--- src/rtl/cpu_isa_pkg.sv ---
// Shared ISA definitions for the 16-bit CPU.
// Holds the opcode constants, the canonical NOP word, instruction field
// positions and the memory-mapped display address. There are no ports; every
// pipeline stage imports this package.
package cpu_isa_pkg;

  localparam int INST_BITS = 16;

  // Opcodes live in the top nibble of every instruction.
  localparam logic [3:0] OP_NOP = 4'b0000;
  localparam logic [3:0] OP_LDI = 4'b1000;
  localparam logic [3:0] OP_ST  = 4'b1010;
  localparam logic [3:0] OP_HLT = 4'b1111;

  // All-zero word decodes as NOP, so flushed slots are harmless downstream.
  localparam logic [INST_BITS-1:0] NOP_INST = 16'h0000;

  // Field positions (msb/lsb).
  localparam int OPC_MSB  = 15;
  localparam int OPC_LSB  = 12;
  localparam int RD_MSB   = 11;
  localparam int RD_LSB   = 10;
  localparam int RS_MSB   = 9;
  localparam int RS_LSB   = 8;
  localparam int IMM8_MSB = 7;
  localparam int IMM8_LSB = 0;

  // Store to this address drives the display.
  localparam logic [7:0] DISPLAY_ADDR = 8'hF5;

  // Extract the opcode of a 16-bit instruction word.
  function automatic logic [3:0] opcode_of(input logic [INST_BITS-1:0] inst);
    return inst[OPC_MSB:OPC_LSB];
  endfunction

endpackage

--- src/rtl/inst_fetch.sv ---
// Instruction fetch stage.
// Owns the PC, presents it combinationally on the instruction-memory address,
// and registers each fetched word into the IF/ID register. Handles decode
// stall, redirect (branch/flush), halt on HLT and a saturating retired-fetch
// counter.
//
// Ports:
//   clk, rst         rising-edge clock, synchronous active-high reset
//   imem_addr        instruction-memory address (equals pc)
//   imem_inst        instruction-memory data, same cycle as imem_addr
//   stall            decode cannot accept; hold PC and IF/ID register
//   redirect_valid   load redirect_pc and flush IF/ID (beats stall)
//   redirect_pc      redirect target
//   if_valid         IF/ID holds a live instruction
//   if_inst, if_pc   IF/ID instruction and its PC
//   halted           fetch stopped on a HLT
//   fetch_count      instructions delivered with if_valid=1, saturating
//
// Handshake: there is no ready/valid pair on the memory side; the memory is
// combinational. Towards decode, stall acts as !ready: while stall=1 the
// IF/ID register holds and nothing is counted; a delivery happens on every
// edge where RUN, stall=0 and redirect_valid=0.
module inst_fetch
  import cpu_isa_pkg::*;
#(
  parameter int                 ADDR_W   = 8,
  parameter int                 INST_W   = 16,
  parameter logic [ADDR_W-1:0]  RESET_PC = '0
) (
  input  logic              clk,
  input  logic              rst,
  output logic [ADDR_W-1:0] imem_addr,
  input  logic [INST_W-1:0] imem_inst,
  input  logic              stall,
  input  logic              redirect_valid,
  input  logic [ADDR_W-1:0] redirect_pc,
  output logic              if_valid,
  output logic [INST_W-1:0] if_inst,
  output logic [ADDR_W-1:0] if_pc,
  output logic              halted,
  output logic [15:0]       fetch_count
);

  typedef enum logic {
    ST_RUN  = 1'b0,
    ST_HALT = 1'b1
  } fetch_state_e;

  localparam logic [INST_W-1:0] NOP_W = INST_W'(NOP_INST);

  fetch_state_e      state_q, state_d;
  logic [ADDR_W-1:0] pc_q, pc_d;
  logic              if_valid_q, if_valid_d;
  logic [INST_W-1:0] if_inst_q, if_inst_d;
  logic [ADDR_W-1:0] if_pc_q, if_pc_d;
  logic              halted_q, halted_d;
  logic [15:0]       fetch_count_q, fetch_count_d;
  logic              is_hlt;

  assign is_hlt = (imem_inst[INST_W-1 -: 4] == OP_HLT);

  always_comb begin
    state_d       = state_q;
    pc_d          = pc_q;
    if_valid_d    = if_valid_q;
    if_inst_d     = if_inst_q;
    if_pc_d       = if_pc_q;
    halted_d      = halted_q;
    fetch_count_d = fetch_count_q;

    if (redirect_valid) begin
      // Current memory word is on the wrong path: drop it, keep if_pc.
      pc_d       = redirect_pc;
      if_valid_d = 1'b0;
      if_inst_d  = NOP_W;
      state_d    = ST_RUN;
      halted_d   = 1'b0;
    end else if (!stall) begin
      case (state_q)
        ST_RUN: begin
          if_inst_d  = imem_inst;
          if_pc_d    = pc_q;
          if_valid_d = 1'b1;
          if (fetch_count_q != 16'hFFFF) begin
            fetch_count_d = fetch_count_q + 16'd1;
          end
          if (is_hlt) begin
            // HLT is delivered once; pc parks on the HLT address.
            state_d  = ST_HALT;
            halted_d = 1'b1;
          end else begin
            pc_d = pc_q + 1'b1;
          end
        end
        ST_HALT: begin
          if_valid_d = 1'b0;
          if_inst_d  = NOP_W;
        end
        default: begin
          state_d = ST_RUN;
        end
      endcase
    end
  end

  always_ff @(posedge clk) begin
    if (rst) begin
      state_q       <= ST_RUN;
      pc_q          <= RESET_PC;
      if_valid_q    <= 1'b0;
      if_inst_q     <= NOP_W;
      if_pc_q       <= '0;
      halted_q      <= 1'b0;
      fetch_count_q <= 16'h0000;
    end else begin
      state_q       <= state_d;
      pc_q          <= pc_d;
      if_valid_q    <= if_valid_d;
      if_inst_q     <= if_inst_d;
      if_pc_q       <= if_pc_d;
      halted_q      <= halted_d;
      fetch_count_q <= fetch_count_d;
    end
  end

  assign imem_addr   = pc_q;
  assign if_valid    = if_valid_q;
  assign if_inst     = if_inst_q;
  assign if_pc       = if_pc_q;
  assign halted      = halted_q;
  assign fetch_count = fetch_count_q;

endmodule
--- config.mk ---
export PLATFORM = sky130hd
export DESIGN_NAME = inst_fetch
export DESIGN_NICKNAME = d
export VERILOG_FILES = /design/src/rtl/cpu_isa_pkg.sv /design/src/rtl/inst_fetch.sv
export SDC_FILE = /design/constraint.sdc
export NUM_CORES = 1
export LEC_CHECK = 0
export BUFFER_PORTS_ARGS = -buffer_cell sky130_fd_sc_hd__buf_2
export CORE_MARGIN = 5
export CORE_UTILIZATION = 44
export CTS_CLUSTER_DIAMETER = 120
export DETAILED_ROUTE_END_ITERATION = 6
export PLACE_DENSITY = 0.74
export SYNTH_ARGS = -nofsm -noshare
export SYNTH_HDL_FRONTEND = slang
export SYNTH_SLANG_ARGS = --single-unit
--- constraint.sdc ---
create_clock -name clk -period 2.02 [get_ports clk]
set_clock_uncertainty 0.15 [all_clocks]
set_input_delay 0.404 -clock clk [delete_from_list [all_inputs] [get_ports clk]]
set_output_delay 0.404 -clock clk [all_outputs]
set_load 0.02 [all_outputs]
==> qor.txt, run 1 <==
Total GRT Usage = 0.1734
H-tree levels = 2
wire length on met2 = 2325 µm
post-route ant nets = 0
Synth Area in XOR/XNOR = 0.02805
# fillers = 440
Synthesized Nets = 283
main combinational cell family by area after synthesis = simple AND/OR/NAND/NOR gates
Rel. slew slack = 0.6180
Max IR drop VDD = 0.4785 mV
worst path cell trace = ha_2 > nand4_2 > buf_4 > nor4_4 > buf_4 > or4_1 > a21oi_1
synth unique cells = 41
mux contribution to synthesized area = 0.01546
num rows = 25
routed vias = 2132
clock sink count = 51
CP max stage delay = 0.46 ns
Hold Path Depth = 3
CP most frequent cell = buf_4
wire per inst = 13.57 µm
Cells after Synth = 253
metal3 WL = 492 µm
FMAX = 0.5314 GHz
routed vias/inst = 5.290
post-synthesis sequential area ratio = 0.4671
Syn Area/Cell = 8.640 µm²
combinational cell fraction of total power = 0.110
final setup vio count = 0
slowest cell on the critical path = or4_1
P&R area growth vs syn = 28.39%
# Post-CTS Setup Buffers = 0
EDFF count, synth = 0
worst path required time = 2.10 ns
I/O Buffers = 77
largest net degree at the start of global routing = 22
run status = finished, final reports clean
vias in the first global route = 1993
Post-Synth Simple-Gate Area = 0.2725
nets = 365
max layer used = met4
Synth Cell Area = 2186 µm²
layout cells sized above 1 = 0.3274
compound-cell area share of the yosys netlist = 0.1746
Hold Slack = 0.1760 ns
Worst Reg-to-Reg Cells = 7
clock-pin slew on the worst setup and hold paths = 0.10 ns
Net Switching = 521.9 µW
hold_buf cts = 0
Pint = 1498 µW
most frequent cells in the layout = buf_2 (77), dfxtp_1 (49), nor2_1 (33), nand2_1 (29), a21oi_1 (21)
largest cells by area after synthesis = dfxtp_1 (47%), nor2_1 (5.7%), a22oi_1 (5.5%)
final worst path period share = 0.9316
area leader, netlist = dfxtp_1
Core Area = 4786 µm²
commonest non-fill, non-tap cell in the layout = buf_2
hold_sp = imem_inst[11]
share of the synthesized area in the top cell type = 0.4671
Async S/R FF share, synth = 0
clock power share = 0.365
placer congestion estimate = 0.8372
sequential share of power = 0.526
die area = 6477 µm²
Clk Tree Root Cell = clkbuf_8
DIE HEIGHT = 80.48 µm
# diodes = 0
area share of fa/ha/maj cells after synthesis = 0.01145
synthesized flop and latch total = 51
LEAKAGE = 0.001193 µW
switch share = 0.2584
setup_tns = 0 ns
first-pass GRT wire length = 9073 µm
Clock Path Buffers = 2
yosys synthesis warning count = 0
First-pass DRT Iterations = 4
worst slew pin tran = 0.5678 ns
Tightest Hold Check Type = input pin to flop
final WL = 5467 µm
worst r2r src = fetch_count[0]
Min-Delay Endpoint = if_inst[11]
element type at the critical path start = flop
drt drc = 0
Final Slew Violations = 0
CTS tree = built
maximum fanout along the worst path = 14
Die W = 80.48 µm
dpl hpwl = 4059 µm
RSZ-0062 raised after global routing = false
PwrDens = 719.7 nW/µm²
cts bufs inserted = 5
antenna violations before repair = 0
final core utilization = 0.5864
Worst-Skew Late Latency = 0.31 ns
crit path DAT = 1.97 ns
Worst setup EP type = flop
reg2reg end = fetch_count[7]
met1 wire length = 2594 µm
IO Count = 78
max cap viols = 0
initial DRC count = 115
effective utilization at floorplan = 0.4567
flop-to-flop setup slack = 0.14 ns
Hold Fails Final Rpt = 0
final period demand of the worst path = 1.882 ns
grt ovf = 0
prevailing post-synth register cell = dfxtp_1
crit path kind = flop to flop
## through the flow
stage                     instance area, µm²  setup WS (ns)  std cells  total power, µW
after floorplan                         2188        0.02680        253             1213
after global placement                  2688         0.1448        395             1303
after detailed placement                2688         0.1006        395             1308
after CTS                               2804        0.08769        403             2044
after global routing                    2806        0.01727        403             2108
final                                   2806         0.1381        403             2020
## metal layers
layer,vias up,GRT usage
met5,-,0
met4,0,0.04561
met3,8,0.05493
met2,72,0.2715
met1,972,0.2297
li1,1080,-
## state kept, by name, summed over array words and instances (netlist names)
signal       flops
if_inst         16
fetch_count     16
if_valid         1
if_pc            8
imem_addr        8
state_q          1
halted           1
## cells by family after synthesis
family,count (synthesis)
AND/OR/NAND/NOR,113
AO/OA/AOI/OAI,60
flip-flops,51
buffers and inverters,17
XOR/XNOR,7
multiplexers,3
adder cells (fa/ha/maj),2
## how the worst max path moves through the flow
stage,startpoint,cells after the start,to,slack (ns)
floorplan,fetch_count[0],5,fetch_count[12],0.03
global placement,stall,5,imem_addr[7],0.14
detailed placement,stall,5,fetch_count[6],0.10
CTS,fetch_count[0],7,fetch_count[7],0.09
global route,fetch_count[11],4,fetch_count[11],0.02
finish,fetch_count[0],7,fetch_count[7],0.14
## area by class of cell
type	count	area, µm²	area share
Clock buffer	5	68.82	0.02452
Clock inverter	3	47.55	0.01694
Inverter	4	15.01	0.005350
Multi-Input combinational cell	185	1100	0.3919
Sequential cell	51	1023	0.3647
Tap cell	67	83.83	0.02987
Timing Repair Buffer	88	467.9	0.1667
## cells in the mapped netlist, types with 3 or more instances
cell type and number:
a211oi_1 7, a21oi_1 21, a22oi_1 16, and4_1 3, buf_2 3, clkbuf_1 10, dfxtp_1 51, inv_1 3
mux2_2 3, nand2_1 29, nand3_1 6, nand4_1 9, nor2_1 33, nor2b_1 3, nor3_1 6, nor4_1 4
o21ai_0 7, or3_1 4, or4_1 4, xnor2_1 5
## critical path, delay by kind of cell, from the launching register on
family                     cells  cell delay (ns)
AOI/OAI and AO/OA              1             0.15
adders and majority gates      1             0.20
buffers and inverters          2             0.34
DFF                            1             0.35
and+or+nand+nor                3             0.61
## what timing repair did
action,4_1_cts,5_1_grt
endpoints found under the setup margin,0,1
gates resized for setup,0,1
hold endpoints to repair,0,0
## power by group through the flow
stage,Sequential [µW],Clock [µW],Combinational [µW]
finish,1060,736,222
global route,1070,796,246
CTS,1060,759,224
detailed placement,1080,0,223
global placement,1080,0,219
floorplan,1120,0,93.5
No activity file was read; power rests on OpenSTA's default activity.
==> run 2, diff against run 1 <==
CORE_UTILIZATION = 30   (was 44)
PLACE_DENSITY = 0.54   (was 0.74)
==> run 2 against run 1 <==
Against the previous run:
- flip-flop and latch count unchanged
- fmax is 2.3% lower
- worst hold slack worse by 0.0041 ns
- die area rose by 40%
- first-iteration DRC count fell by 23%
- utilization shrank 19 points
- register-to-register slack got worse by 0.04 ns
- critical path type unchanged
- highest routed layer unchanged
==> qor.txt, run 2 (same netlist as run 1, synthesis figures left out) <==
non-filler cells, final = 440 (+9.2%)
worst path required time = 2.11 ns (about the same)
Clock Path Buffers = 2 (unchanged)
Hold Fails Final Rpt = 0 (unchanged)
sequential share of power = 0.555 (+0.029)
setup_tns = 0 ns (unchanged)
PwrDens = 669.0 nW/µm² (-7.0%)
final WL = 6021 µm (+10%)
Pint = 1404 µW (-6.3%)
first-pass GRT wire length = 9901 µm (+9.1%)
crit path DAT = 2.02 ns (+0.05 ns)
H-tree levels = 2 (unchanged)
CTS tree = built
final period demand of the worst path = 1.925 ns (+0.04345 ns)
combinational cell fraction of total power = 0.117 (+0.007)
hold_buf cts = 0 (unchanged)
wire per inst = 13.68 µm (+0.87%)
DIE HEIGHT = 95.36 µm (+18%)
nets = 370 (+1.4%)
Core Area = 7176 µm² (+50%)
worst path cell trace = ha_1 > nand4_2 > buf_4 > nor4_4 > buf_4 > or4_1 > a21oi_2
vias in the first global route = 2021 (+1.4%)
clock power share = 0.328 (-0.037)
cts bufs inserted = 5 (unchanged)
die area = 9094 µm² (+40%)
switch share = 0.2685 (+0.01007)
final instance area = 2868 µm² (+2.2%)
element type at the critical path start = flop
dpl hpwl = 4551 µm (+12%)
post-route ant nets = 0 (unchanged)
clock sink count = 51 (unchanged)
LEAKAGE = 0.001210 µW (+1.4%)
initial DRC count = 88 (-23%)
num rows = 31 (+24%)
Final Slew Violations = 0 (unchanged)
Tightest Hold Check Type = input pin to flop
final setup vio count = 0 (unchanged)
clock-pin slew on the worst setup and hold paths = 0.09 ns (about the same)
FMAX = 0.5194 GHz (-2.3%)
run status = finished, final reports clean
maximum fanout along the worst path = 14 (unchanged)
drt drc = 0 (unchanged)
placer congestion estimate = 0.7979 (-4.7%)
crit path kind = flop to flop
CP most frequent cell = buf_4
antenna violations before repair = 0 (unchanged)
I/O Buffers = 77 (unchanged)
CP max stage delay = 0.49 ns (+0.03 ns)
Net Switching = 515.1 µW (-1.3%)
Max IR drop VDD = 0.2912 mV (-39%)
max cap viols = 0 (unchanged)
final worst path period share = 0.9532 (+0.02151)
# Post-CTS Setup Buffers = 0 (unchanged)
worst slew pin tran = 0.5079 ns (-0.05990 ns)
Worst-Skew Late Latency = 0.31 ns (about the same)
Placed Cells = 432 (+9.4%)
IO Count = 78 (unchanged)
RSZ-0062 raised after global routing = false
First-pass DRT Iterations = 4 (unchanged)
layout cells sized above 1 = 0.3372 (+0.009862)
grt ovf = 0 (unchanged)
final core utilization = 0.3997 (-0.1868)
Die W = 95.36 µm (+18%)
largest net degree at the start of global routing = 22 (unchanged)
Rel. slew slack = 0.6583 (+0.04030)
routed vias/inst = 4.907 (-7.2%)
effective utilization at floorplan = 0.3046 (-0.1521)
# fillers = 756 (+72%)
slowest cell on the critical path = or4_1
# diodes = 0 (unchanged)
P&R area growth vs syn = 31.20%
routed vias = 2159 (+1.3%)
most frequent cells in the layout = buf_2 (77), dfxtp_1 (49), nor2_1 (33), nand2_1 (29), a21oi_1 (20)
Total GRT Usage = 0.1365 (-0.03692)
Worst setup EP type = flop
Area after DPL = 2765 µm² (+2.9%)
Clk Tree Root Cell = clkbuf_8
commonest non-fill, non-tap cell in the layout = buf_2
post-cts sizing count = 0 (unchanged)
-- run 2: power by group through the flow --
stage               clock network, µW  registers (µW)  logic, µW
detailed placement                  0            1090        228
finish                            630            1060        225
CTS                               651            1060        229
floorplan                           0            1120       93.5
global placement                    0            1090        226
global route                      694            1070        251
-- run 2: layer usage --
layer,share of wire,vias up,GRT usage
met4,0.010,0,0.04688
met5,0,-,0
met1,0.47,987,0.1889
li1,-,1092,-
met3,0.091,7,0.04341
met2,0.43,73,0.1988
-- run 2: area by class of cell --
class | count | area, µm² | area share
Multi-Input combinational cell | 185 | 1101 | 0.3839
Sequential cell | 51 | 1023 | 0.3569
Timing Repair Buffer | 93 | 505.5 | 0.1763
Tap cell | 99 | 123.9 | 0.04319
Clock buffer | 6 | 82.58 | 0.02880
Clock inverter | 2 | 16.27 | 0.005672
Inverter | 4 | 15.01 | 0.005236
-- run 2: per-stage QoR --
| step | hold WS (ns) | setup slack [ns] | total power [µW] |
|---|---|---|---|
| global route | 0.1790 | 0.001863 | 2015 |
| CTS | 0.1664 | 0.1057 | 1944 |
| finish | 0.1719 | 0.09462 | 1919 |
| floorplan | 0.3443 | 0.02680 | 1213 |
| detailed placement | 0.2958 | 0.1249 | 1316 |
| global placement | 0.2916 | 0.1682 | 1312 |
-- run 2: worst paths after layout --
path	cells past startpoint	start	slack (ns)	endpoint
min reg2reg	2	if_pc[6]	0.31	if_pc[6]
min	3	imem_inst[0]	0.17	if_inst[0]
max	7	fetch_count[0]	0.09	fetch_count[7]
max reg2reg	7	fetch_count[0]	0.09	fetch_count[7]
-- run 2: critical path: cells and delay by family, from the launching register on --
family                     cells  cell delay, ns
buffers and inverters          2            0.34
adders and majority gates      1            0.23
AOI/OAI and AO/OA              1            0.15
DFF                            1            0.35
and+or+nand+nor                3            0.65
==> run 3, diff against run 2 <==
PLACE_DENSITY = not set   (was 0.54)
==> run 3 against run 2 <==
Against the previous run:
- worst hold slack better by 0.0092 ns
- die area unchanged
- first-iteration DRC count up 24%
- critical path type unchanged
- critical endpoint unchanged
- largest power group unchanged
==> qor.txt, run 3 (same netlist as run 1, synthesis figures left out) <==
final period demand of the worst path = 1.862 ns (-0.06296 ns)
placer congestion estimate = 0.8246 (+3.3%)
CTS tree = built
grt ovf = 0 (unchanged)
element type at the critical path start = flop
PnR worst setup slack = 0.1576 ns (+0.06296 ns)
worst path cell trace = ha_2 > nand4_2 > buf_4 > nor4_4 > buf_4 > or4_1 > a21oi_1
Hold Fails Final Rpt = 0 (unchanged)
run status = finished, final reports clean
post-route ant nets = 0 (unchanged)
initial DRC count = 109 (+24%)
drt drc = 0 (unchanged)
slowest cell on the critical path = or4_1
Worst setup EP type = flop
nets = 368 (-0.54%)
crit path capture = fetch_count[7]
dpl ws = 0.0007105 ns (-0.1242 ns)
maximum fanout along the worst path = 13 (-1)
post-cts sizing count = 0 (unchanged)
worst slew pin tran = 0.3841 ns (-0.1238 ns)
Final Slew Violations = 0 (unchanged)
Buf/Inv on CP = 2 (unchanged)
Clock Path Buffers = 2 (unchanged)
first-pass GRT wire length = 9597 µm (-3.1%)
crit path kind = flop to flop
Rel. slew slack = 0.7439 (+0.08568)
cts bufs inserted = 5 (unchanged)
DIE HEIGHT = 95.36 µm (unchanged)
worst r2r src = fetch_count[0]
RSZ-0062 raised after global routing = false
Worst Reg-to-Reg Cells = 7 (unchanged)
routed vias = 2131 (-1.3%)
num rows = 31 (unchanged)
Critical Path Start = fetch_count[0]
PwrDens = 689.3 nW/µm² (+3.0%)
effective utilization at floorplan = 0.3046 (unchanged)
FMAX = 0.5369 GHz (+3.4%)
I/O Buffers = 77 (unchanged)
final WL = 5932 µm (-1.5%)
flop-to-flop setup slack = 0.16 ns (+0.06 ns)
CP max stage delay = 0.46 ns (-0.03 ns)
Clk Tree Root Cell = clkbuf_8
H-tree levels = 2 (unchanged)
Die W = 95.36 µm (unchanged)
final worst path period share = 0.9220 (-0.03117)
Worst-Skew Late Latency = 0.30 ns (about the same)
# diodes = 0 (unchanged)
reg2reg end = fetch_count[7]
die area = 9094 µm² (unchanged)
Core Area = 7176 µm² (unchanged)
Max IR drop VDD = 0.2561 mV (-12%)
clock sink count = 51 (unchanged)
LEAKAGE = 0.001201 µW (-0.78%)
layout cells sized above 1 = 0.3284 (-0.008841)
worst path required time = 2.10 ns (about the same)
commonest non-fill, non-tap cell in the layout = buf_2
P&R area growth vs syn = 30.62%
First-pass DRT Iterations = 4 (unchanged)
routed vias/inst = 4.876 (-0.62%)
# Post-CTS Setup Buffers = 0 (unchanged)
hold_buf cts = 0 (unchanged)
IO Count = 78 (unchanged)
cell family with most CP delay = simple AND/OR/NAND/NOR gates
setup_tns = 0 ns (unchanged)
Tightest Hold Check Type = input pin to flop
clock-pin slew on the worst setup and hold paths = 0.09 ns (about the same)
crit path DAT = 1.94 ns (-0.08 ns)
CP most frequent cell = buf_4
Total GRT Usage = 0.1356 (-0.0008345)
final setup vio count = 0 (unchanged)
max cap viols = 0 (unchanged)
dpl hpwl = 4426 µm (-2.7%)
vias in the first global route = 2019 (-0.099%)
WP depth = 7 (unchanged)
wire per inst = 13.57 µm (-0.80%)
largest net degree at the start of global routing = 22 (unchanged)
most frequent cells in the layout = buf_2 (77), dfxtp_1 (49), nor2_1 (33), nand2_1 (29), a21oi_1 (21)
antenna violations before repair = 0 (unchanged)
run 3: tightest hold or removal path: stages:
cell	delay [ns]
buf_2	0.07
a22oi_1	0.05
nor2_1	0.07
run 3: routing by layer:
metal  part of all wire  GRT usage  vias to the layer above
met5                  0          0                        -
met4             0.0064    0.03606                        0
met3              0.092    0.05683                        5
met2               0.46     0.2181                       64
met1               0.44     0.1667                      978
li1                   -          -                     1084
run 3: cell type report:
class                      count  area (µm²)
fill                         754        4320
multi-input combinational    185        1100
sequential                    51        1023
timing repair buffer          91       490.5
tap                           99       123.9
clock buffer                   6       72.57
clock inverter                 1       30.03
inverter                       4       15.01
run 3: how the worst min path moves through the flow:
| stage | from | end | slack (ns) | depth (start not counted) |
|---|---|---|---|---|
| 4_1_cts | imem_inst[0] | if_inst[0] | 0.17 | 3 |
| 3_3_place_gp | if_pc[7] | if_pc[7] | 0.30 | 2 |
| 3_5_place_dp | if_pc[3] | if_pc[3] | 0.30 | 2 |
| 6_report | imem_inst[0] | if_inst[0] | 0.18 | 3 |
| 2_1_floorplan | state_q | state_q | 0.34 | 2 |
| 5_1_grt | imem_inst[9] | if_inst[9] | 0.17 | 3 |
run 3: where the power goes:
| part | total [µW] | switching [µW] | internal (µW) |
|---|---|---|---|
| clock | 684 | 321 | 364 |
| sequential | 1060 | 28.0 | 1040 |
| combinational | 220 | 135 | 85.2 |
| total | 1970 | 484 | 1480 |
run 3: stage by stage:
stage	area (µm²)	utilization	std cells	hold WS, ns	power (µW)
4_1_cts	2853	0.3976	437	0.1731	2002
5_1_grt	2855	0.3979	437	0.1688	2070
3_5_place_dp	2750	0.3833	430	0.2996	1311
3_3_place_gp	2750	0.3833	430	0.2956	1309
6_report	2855	0.3979	437	0.1810	1968
2_1_floorplan	2188	-	253	0.3443	1213
